### src/rtl/iter_alu_pkg.sv
// Shared definitions for the iterative ALU.
//   op_e    : 3-bit opcode encoding
//   state_e : control FSM states
//   Flag*   : bit positions inside the 4-bit flags output {dz, ov, cy, z}
package iter_alu_pkg;

    typedef enum logic [2:0] {
        OpAnd = 3'b000,
        OpOr  = 3'b001,
        OpAdd = 3'b010,
        OpSub = 3'b011,
        OpMul = 3'b100,
        OpDiv = 3'b101,
        OpRem = 3'b110,
        OpXor = 3'b111
    } op_e;

    typedef enum logic [1:0] {
        StIdle = 2'b00,
        StBusy = 2'b01,
        StDone = 2'b10
    } state_e;

    localparam int unsigned FlagZ  = 0;
    localparam int unsigned FlagCy = 1;
    localparam int unsigned FlagOv = 2;
    localparam int unsigned FlagDz = 3;

endpackage

### src/rtl/iter_alu_muldiv.sv
// Iterative multiply / divide engine, one bit per cycle.
// Optional divider: define ITER_ALU_DIV_EN to build the restoring divider.
// Ports:
//   clk, rst_n        clock, asynchronous active-low reset
//   i_start           load operands (a -> low half, b -> operand reg), clear counter
//   i_div             (ITER_ALU_DIV_EN only) select divide instead of multiply
//   i_step            perform one iteration this cycle
//   i_a, i_b          operands
//   o_last            current step is the final (WIDTH-th) iteration
//   o_hi_next/lo_next register contents after the current step
//                     multiply: {hi,lo} = product; divide: hi = remainder, lo = quotient
module iter_alu_muldiv #(
    parameter int unsigned WIDTH = 8
) (
    input  logic             clk,
    input  logic             rst_n,
    input  logic             i_start,
`ifdef ITER_ALU_DIV_EN
    input  logic             i_div,
`endif
    input  logic             i_step,
    input  logic [WIDTH-1:0] i_a,
    input  logic [WIDTH-1:0] i_b,
    output logic             o_last,
    output logic [WIDTH-1:0] o_hi_next,
    output logic [WIDTH-1:0] o_lo_next
);

    localparam int unsigned     CntW    = (WIDTH > 1) ? $clog2(WIDTH) : 1;
    localparam logic [CntW-1:0] CntLast = CntW'(WIDTH - 1);

    // hi: accumulator / partial remainder, lo: multiplier / quotient, opnd: multiplicand / divisor
    logic [WIDTH-1:0] r_hi;
    logic [WIDTH-1:0] r_lo;
    logic [WIDTH-1:0] r_opnd;
    logic [CntW-1:0]  r_cnt;

    // Shift-add step: add multiplicand when the multiplier LSB is set, then shift the
    // {carry, hi, lo} chain right by one.
    logic [WIDTH:0] w_mul_sum;
    assign w_mul_sum = {1'b0, r_hi} + ({(WIDTH + 1){r_lo[0]}} & {1'b0, r_opnd});

`ifdef ITER_ALU_DIV_EN
    logic           r_div;
    logic [WIDTH:0] w_div_shift;
    logic [WIDTH:0] w_div_diff;

    // Restoring step: shift the next dividend bit into the remainder, trial-subtract.
    assign w_div_shift = {r_hi, r_lo[WIDTH-1]};
    assign w_div_diff  = w_div_shift - {1'b0, r_opnd};
`endif

    always_comb begin
        o_hi_next = w_mul_sum[WIDTH:1];
        o_lo_next = {w_mul_sum[0], r_lo[WIDTH-1:1]};
`ifdef ITER_ALU_DIV_EN
        if (r_div) begin
            // A clear top bit means the trial subtraction did not go negative.
            if (!w_div_diff[WIDTH]) begin
                o_hi_next = w_div_diff[WIDTH-1:0];
                o_lo_next = {r_lo[WIDTH-2:0], 1'b1};
            end else begin
                o_hi_next = w_div_shift[WIDTH-1:0];
                o_lo_next = {r_lo[WIDTH-2:0], 1'b0};
            end
        end
`endif
    end

    assign o_last = i_step && (r_cnt == CntLast);

    always_ff @(posedge clk or negedge rst_n) begin
        if (!rst_n) begin
            r_hi   <= '0;
            r_lo   <= '0;
            r_opnd <= '0;
            r_cnt  <= '0;
`ifdef ITER_ALU_DIV_EN
            r_div  <= 1'b0;
`endif
        end else if (i_start) begin
            r_hi   <= '0;
            r_lo   <= i_a;
            r_opnd <= i_b;
            r_cnt  <= '0;
`ifdef ITER_ALU_DIV_EN
            r_div  <= i_div;
`endif
        end else if (i_step) begin
            r_hi  <= o_hi_next;
            r_lo  <= o_lo_next;
            r_cnt <= o_last ? '0 : r_cnt + 1'b1;
        end
    end

endmodule

### src/rtl/iter_alu.sv
// Iterative ALU top: valid/ready handshake, control FSM, single-cycle logic/arith ops
// and flag generation. MUL (and DIV/REM when enabled) run in iter_alu_muldiv.
// Optional divider: define ITER_ALU_DIV_EN; when undefined DIV/REM finish in one
// cycle with result 0 and dz = 1.
// Ports:
//   clk, rst_n          clock, asynchronous active-low reset
//   in_valid/in_ready   operation handshake (ready only when idle)
//   op, a, b            opcode and unsigned operands
//   out_valid/out_ready result handshake; result/flags held until taken
//   result              2*WIDTH bits (full product for MUL, zero-extended otherwise)
//   flags               {dz, ov, cy, z}
module iter_alu
    import iter_alu_pkg::*;
#(
    parameter int unsigned WIDTH = 8,
    parameter int unsigned OPW   = 3
) (
    input  logic               clk,
    input  logic               rst_n,
    input  logic               in_valid,
    output logic               in_ready,
    input  logic [OPW-1:0]     op,
    input  logic [WIDTH-1:0]   a,
    input  logic [WIDTH-1:0]   b,
    output logic               out_valid,
    input  logic               out_ready,
    output logic [2*WIDTH-1:0] result,
    output logic [3:0]         flags
);

    state_e             r_state;
    state_e             w_state_next;
    logic [2*WIDTH-1:0] r_result;
    logic [3:0]         r_flags;

    op_e                w_op;
    logic               w_accept;
    logic               w_long;
    logic [WIDTH:0]     w_add;
    logic [WIDTH:0]     w_sub;
    logic [WIDTH-1:0]   w_q_res;
    logic [3:0]         w_q_flags;
    logic [2*WIDTH-1:0] w_l_res;
    logic [3:0]         w_l_flags;
    logic               w_md_last;
    logic [WIDTH-1:0]   w_md_hi;
    logic [WIDTH-1:0]   w_md_lo;

    assign w_op     = op_e'(op);
    assign w_accept = in_valid && in_ready;

    // Operations that need the iterative engine; division by zero short-circuits.
`ifdef ITER_ALU_DIV_EN
    op_e r_op;
    assign w_long = (w_op == OpMul) || (((w_op == OpDiv) || (w_op == OpRem)) && (b != '0));
`else
    assign w_long = (w_op == OpMul);
`endif

    // ---------------- FSM: state register ----------------
    always_ff @(posedge clk or negedge rst_n) begin
        if (!rst_n) begin
            r_state <= StIdle;
        end else begin
            r_state <= w_state_next;
        end
    end

    // ---------------- FSM: next state ----------------
    always_comb begin
        w_state_next = r_state;
        case (r_state)
            StIdle:  if (w_accept) w_state_next = w_long ? StBusy : StDone;
            StBusy:  if (w_md_last) w_state_next = StDone;
            StDone:  if (out_ready) w_state_next = StIdle;
            default: w_state_next = StIdle;
        endcase
    end

    // ---------------- FSM: outputs ----------------
    always_comb begin
        in_ready  = (r_state == StIdle);
        out_valid = (r_state == StDone);
    end

    // ---------------- Single-cycle datapath ----------------
    assign w_add = {1'b0, a} + {1'b0, b};
    assign w_sub = {1'b0, a} - {1'b0, b};   // top bit is the borrow (a < b)

    always_comb begin
        w_q_res   = '0;
        w_q_flags = '0;
        case (w_op)
            OpAnd: w_q_res = a & b;
            OpOr:  w_q_res = a | b;
            OpXor: w_q_res = a ^ b;
            OpAdd: begin
                w_q_res           = w_add[WIDTH-1:0];
                w_q_flags[FlagCy] = w_add[WIDTH];
                w_q_flags[FlagOv] = (a[WIDTH-1] == b[WIDTH-1]) && (w_add[WIDTH-1] != a[WIDTH-1]);
            end
            OpSub: begin
                w_q_res           = w_sub[WIDTH-1:0];
                w_q_flags[FlagCy] = w_sub[WIDTH];
                w_q_flags[FlagOv] = (a[WIDTH-1] != b[WIDTH-1]) && (w_sub[WIDTH-1] != a[WIDTH-1]);
            end
            OpMul: w_q_res = '0;
            // Only reached on the short path: divisor zero, or divider not built.
            OpDiv: begin
`ifdef ITER_ALU_DIV_EN
                w_q_res = '1;
`endif
                w_q_flags[FlagDz] = 1'b1;
            end
            OpRem: begin
`ifdef ITER_ALU_DIV_EN
                w_q_res = a;
`endif
                w_q_flags[FlagDz] = 1'b1;
            end
        endcase
        w_q_flags[FlagZ] = (w_q_res == '0);
    end

    // ---------------- Iterative result selection ----------------
    always_comb begin
        w_l_res = {w_md_hi, w_md_lo};
`ifdef ITER_ALU_DIV_EN
        if (r_op == OpDiv) begin
            w_l_res = {{WIDTH{1'b0}}, w_md_lo};
        end else if (r_op == OpRem) begin
            w_l_res = {{WIDTH{1'b0}}, w_md_hi};
        end
`endif
        w_l_flags        = '0;
        w_l_flags[FlagZ] = (w_l_res == '0);
    end

    // ---------------- Result / flag registers ----------------
    always_ff @(posedge clk or negedge rst_n) begin
        if (!rst_n) begin
            r_result <= '0;
            r_flags  <= '0;
        end else if (w_accept && !w_long) begin
            r_result <= {{WIDTH{1'b0}}, w_q_res};
            r_flags  <= w_q_flags;
        end else if (w_md_last) begin
            r_result <= w_l_res;
            r_flags  <= w_l_flags;
        end
    end

`ifdef ITER_ALU_DIV_EN
    always_ff @(posedge clk or negedge rst_n) begin
        if (!rst_n) begin
            r_op <= OpAnd;
        end else if (w_accept) begin
            r_op <= w_op;
        end
    end
`endif

    assign result = r_result;
    assign flags  = r_flags;

    iter_alu_muldiv #(
        .WIDTH(WIDTH)
    ) u_muldiv (
        .clk       (clk),
        .rst_n     (rst_n),
        .i_start   (w_accept && w_long),
`ifdef ITER_ALU_DIV_EN
        .i_div     ((w_op == OpDiv) || (w_op == OpRem)),
`endif
        .i_step    (r_state == StBusy),
        .i_a       (a),
        .i_b       (b),
        .o_last    (w_md_last),
        .o_hi_next (w_md_hi),
        .o_lo_next (w_md_lo)
    );

endmodule

### config.mk
export PLATFORM = sky130hd
export DESIGN_NAME = iter_alu
export DESIGN_NICKNAME = d
export VERILOG_FILES = /design/src/rtl/iter_alu_pkg.sv /design/src/rtl/iter_alu_muldiv.sv /design/src/rtl/iter_alu.sv
export SDC_FILE = /design/constraint.sdc
export NUM_CORES = 1
export LEC_CHECK = 0
export BUFFER_PORTS_ARGS = -buffer_cell sky130_fd_sc_hd__clkbuf_2
export CAP_MARGIN = 20
export CORE_ASPECT_RATIO = 1.4
export CORE_MARGIN = 8
export CORE_UTILIZATION = 30
export CTS_BUF_LIST = sky130_fd_sc_hd__clkbuf_4 sky130_fd_sc_hd__clkbuf_8
export DETAILED_ROUTE_END_ITERATION = 6
export HOLD_SLACK_MARGIN = 0.15
export SLEW_MARGIN = 10
export SYNTH_ARGS = -nofsm -noshare
export SYNTH_HDL_FRONTEND = slang
export SYNTH_HIERARCHICAL = 1
export SYNTH_SLANG_ARGS = --single-unit
### constraint.sdc
create_clock -name clk -period 4.58 [get_ports clk]
set_clock_uncertainty 0.05 [all_clocks]
set_input_delay 0.687 -clock clk [delete_from_list [all_inputs] [get_ports clk]]
set_output_delay 0.687 -clock clk [all_outputs]
set_load 0.1 [all_outputs]
==> out/metrics.csv <==
stage;metric;value;unit
routing;drt-total-wl;10400;um
placement;placed_area;4060;sq um
routing;postRouteAntennaNets;0;
power_and_ir_drop;vdd_drop_max;0.161;mV
cts;post_cts_buffers;0;
min_path;hp-class;in -> async;
cts;cts_root_buf;clkbuf_8;
floorplan;die_area;16400;sq um
synthesis;synthArstFlopShare;100;%
timing;drv_slew;0;
layout;n_antenna_cell;0;
layout;final_common_cell;dfrtp_1;
power_and_ir_drop;power-per-cell-area;508;nW/um^2
setup_path;cp_data_arrival_time;3.32;ns
layout;syn2layout_area_growth;10.6;%
timing;period_share;68.0;%
synthesis;synth_fp_nets;476;
setup_path;max_stage_delay;0.47;ns
placement;pre_cts_ws;1.49;ns
setup_path;worstSetupPathType;reg -> reg;
placement;io_buffers;44;
timing;hold_violations;0;
layout;stdcell_area;4150;sq um
routing;avgViaCountPerCell;5.31;
floorplan;start_util;30.7;%
setup_path;cp_cell_sequence;and2_1 -> ha_1 -> fa_1 -> a211oi_2 -> o21bai_1 -> a211o_1 -> and2_2 -> nor4_1 -> nand4_1 -> nor2_1 -> a21oi_1 -> nor2_1 -> a31o_1;
cts;tritoncts;built;
floorplan;die_w;111;um
power_and_ir_drop;p_leak;1.89;nW
synthesis;syn_inst;416;
floorplan;die_y;148;um
cts;htree_levels;2;
placement;place_hpwl;8350;um
synthesis;ys.flop_type;dfrtp_1;
grt;antenna_found_initial;0;
placement;gp_congestion;0.864;
floorplan;boundaryPins;45;
cts;postCtsResizedCells;0;
cts;cts.sinks;49;
grt;grt_max_degree;50;
synthesis;netlist_area;3760;sq um
floorplan;placementRows;48;
cts;cts_made_buffers;5;
cts;cts_hold_buf;0;
outcome;status;finished clean;
power_and_ir_drop;power;2.11;mW
setup_path;required;4.78;ns
routing;routedWlPerCell;17.4;um
layout;drive_above_1_share;17.5;%
run;drv_cap;0;
grt;gr-total-overflow;0;
timing;worstMarginPinSlew;1.07;ns
timing;layout_setup_ws;1.47;ns
grt;grt_first_pass_wirelength;17100;um
layout;nNetsFinal;505;
timing;setup_violations;0;
grt;groute.usage.overall;12.5;%
synthesis;syn_avg_cell_area;9.03;sq um
cts;clk_path_buf_depth;2;
routing;drc;0;
cts;clkSlewWorstSetupHoldPaths;0.09;ns
grt;first_global_vias;3256;
synthesis;synth_edf_count;0;
synthesis;yosysSeqAreaShare;32.6;%
synthesis;ys_ff_latch;49;
routing;drt_pass1_iterations;4;
setup_path;crit_path_top_delay_cell;fa_1;
layout;layout_common_cells;dfrtp_1 (49), clkbuf_2 (44), nor2_1 (36);
timing;rsz0062_at_grt;false;
routing;drtIter0Drc;97;
timing;hold_ws;0.410;ns
setup_path;cp_max_fo;9;
floorplan;core;12300;sq um
synthesis;yosys_warnings;6;
routing;vias;3164;
timing;maxSlewHeadroom;28.4;%
cts;clk_latency;0.31;ns
setup_path;critPathLaunchType;flip-flop;
setup_path;critPathCaptureType;flip-flop;
synthesis;yosysUniqueCellTypes;63;
timing;fmax;321;MHz
timing;fin_tns_setup;0;ns
timing;min_period;3.11;ns
setup_path;crit_top_cell;nor2_1;
[path summary, 6_finish.rpt]
kind / from / endpoint / slack [ns] / depth (start not counted)
hold / removal: rst_n / flags[2] / 0.41 / 2
setup / recovery: u_muldiv/r_lo[0] / flags[0] / 1.47 / 13
setup reg to reg: u_muldiv/r_lo[0] / flags[0] / 1.47 / 13
max in group asynchronous: rst_n / result[1] / 3.65 / 2
min in group clk: flags[1] / flags[1] / 0.46 / 1
hold reg to reg: flags[1] / flags[1] / 0.46 / 1
[through the flow]
step / util, % / instances
CTS: 33.8 / 595
detailed placement: 33.1 / 587
finish: 33.9 / 596
global route: 33.9 / 596
floorplan: - / 416
global placement: 33.1 / 587
[registers in the layout, summed over array words and instances, names as in the netlist]
name and count:
flags 4, u_muldiv/r_hi 8, u_muldiv/r_opnd 8, u_muldiv/r_cnt 3, r_state 2, u_muldiv/r_lo 8, result 16
[synthesized netlist by cell type, types with 4 or more instances]
| library cell | instances | area share (%) |
|---|---|---|
| inv_1 | 24 | 2.4 |
| buf_4 | 8 | 1.6 |
| nor2b_1 | 11 | 1.8 |
| buf_2 | 7 | 0.93 |
| a211oi_1 | 13 | 2.6 |
| a22o_1 | 4 | 0.93 |
| nand3_1 | 5 | 0.67 |
| a31oi_1 | 4 | 0.67 |
| ha_1 | 34 | 11 |
| nor2_1 | 37 | 3.7 |
| nor3_1 | 6 | 0.80 |
| mux2_2 | 8 | 2.4 |
| clkbuf_1 | 11 | 1.1 |
| and2_1 | 15 | 2.5 |
| o211ai_1 | 5 | 1.0 |
| a21oi_1 | 34 | 4.5 |
| mux2i_1 | 21 | 5.6 |
| dfrtp_1 | 49 | 33 |
| nand2_1 | 26 | 2.6 |
| a32o_1 | 4 | 1.1 |
| o21ai_0 | 17 | 2.3 |
| nor4_1 | 5 | 0.83 |
| nand2b_1 | 6 | 1.0 |
[metal layers]
| metal | up-vias | wire, um | GRT usage (%) |
|---|---|---|---|
| met4 | 0 | 157 | 5.08 |
| li1 | 1547 | - | - |
| met1 | 1552 | 4460 | 14.2 |
| met5 | - | 0 | 0 |
| met3 | 9 | 274 | 1.85 |
| met2 | 56 | 5460 | 22.8 |
[critical path: cells and delay by family, from the launching register on]
family,cells,cell delay [ns]
adder cells (fa/ha/maj),2,0.69
AND/OR/NAND/NOR,6,1.01
flip-flops,1,0.46
AO/OA/AOI/OAI,5,0.85
[cell type report]
cell class	instances	area (sq um)
Fill cell	1286	8100
Multi-Input combinational cell	313	2280
Sequential cell	49	1230
Timing Repair Buffer	50	269
Tap cell	150	188
Inverter	26	100
Clock buffer	5	68.8
Clock inverter	3	17.5
[where the power goes]
part	internal, mW	switching, mW
sequential	0.583	0.116
clock	0.106	0.150
combinational	0.351	0.806
total	1.04	1.07
[kinds of logic after synthesis]
kind of cell    count (synthesis)  share of synthesized area, %
compound gates                116                          21.3
mux                            29                          7.99
buf+inv                        54                          6.70
fa+ha+maj                      37                          12.9
xor+xnor                        6                          1.40
flops                          49                          32.6
simple gates                  125                          17.0
(Power assumes the default switching activity.)
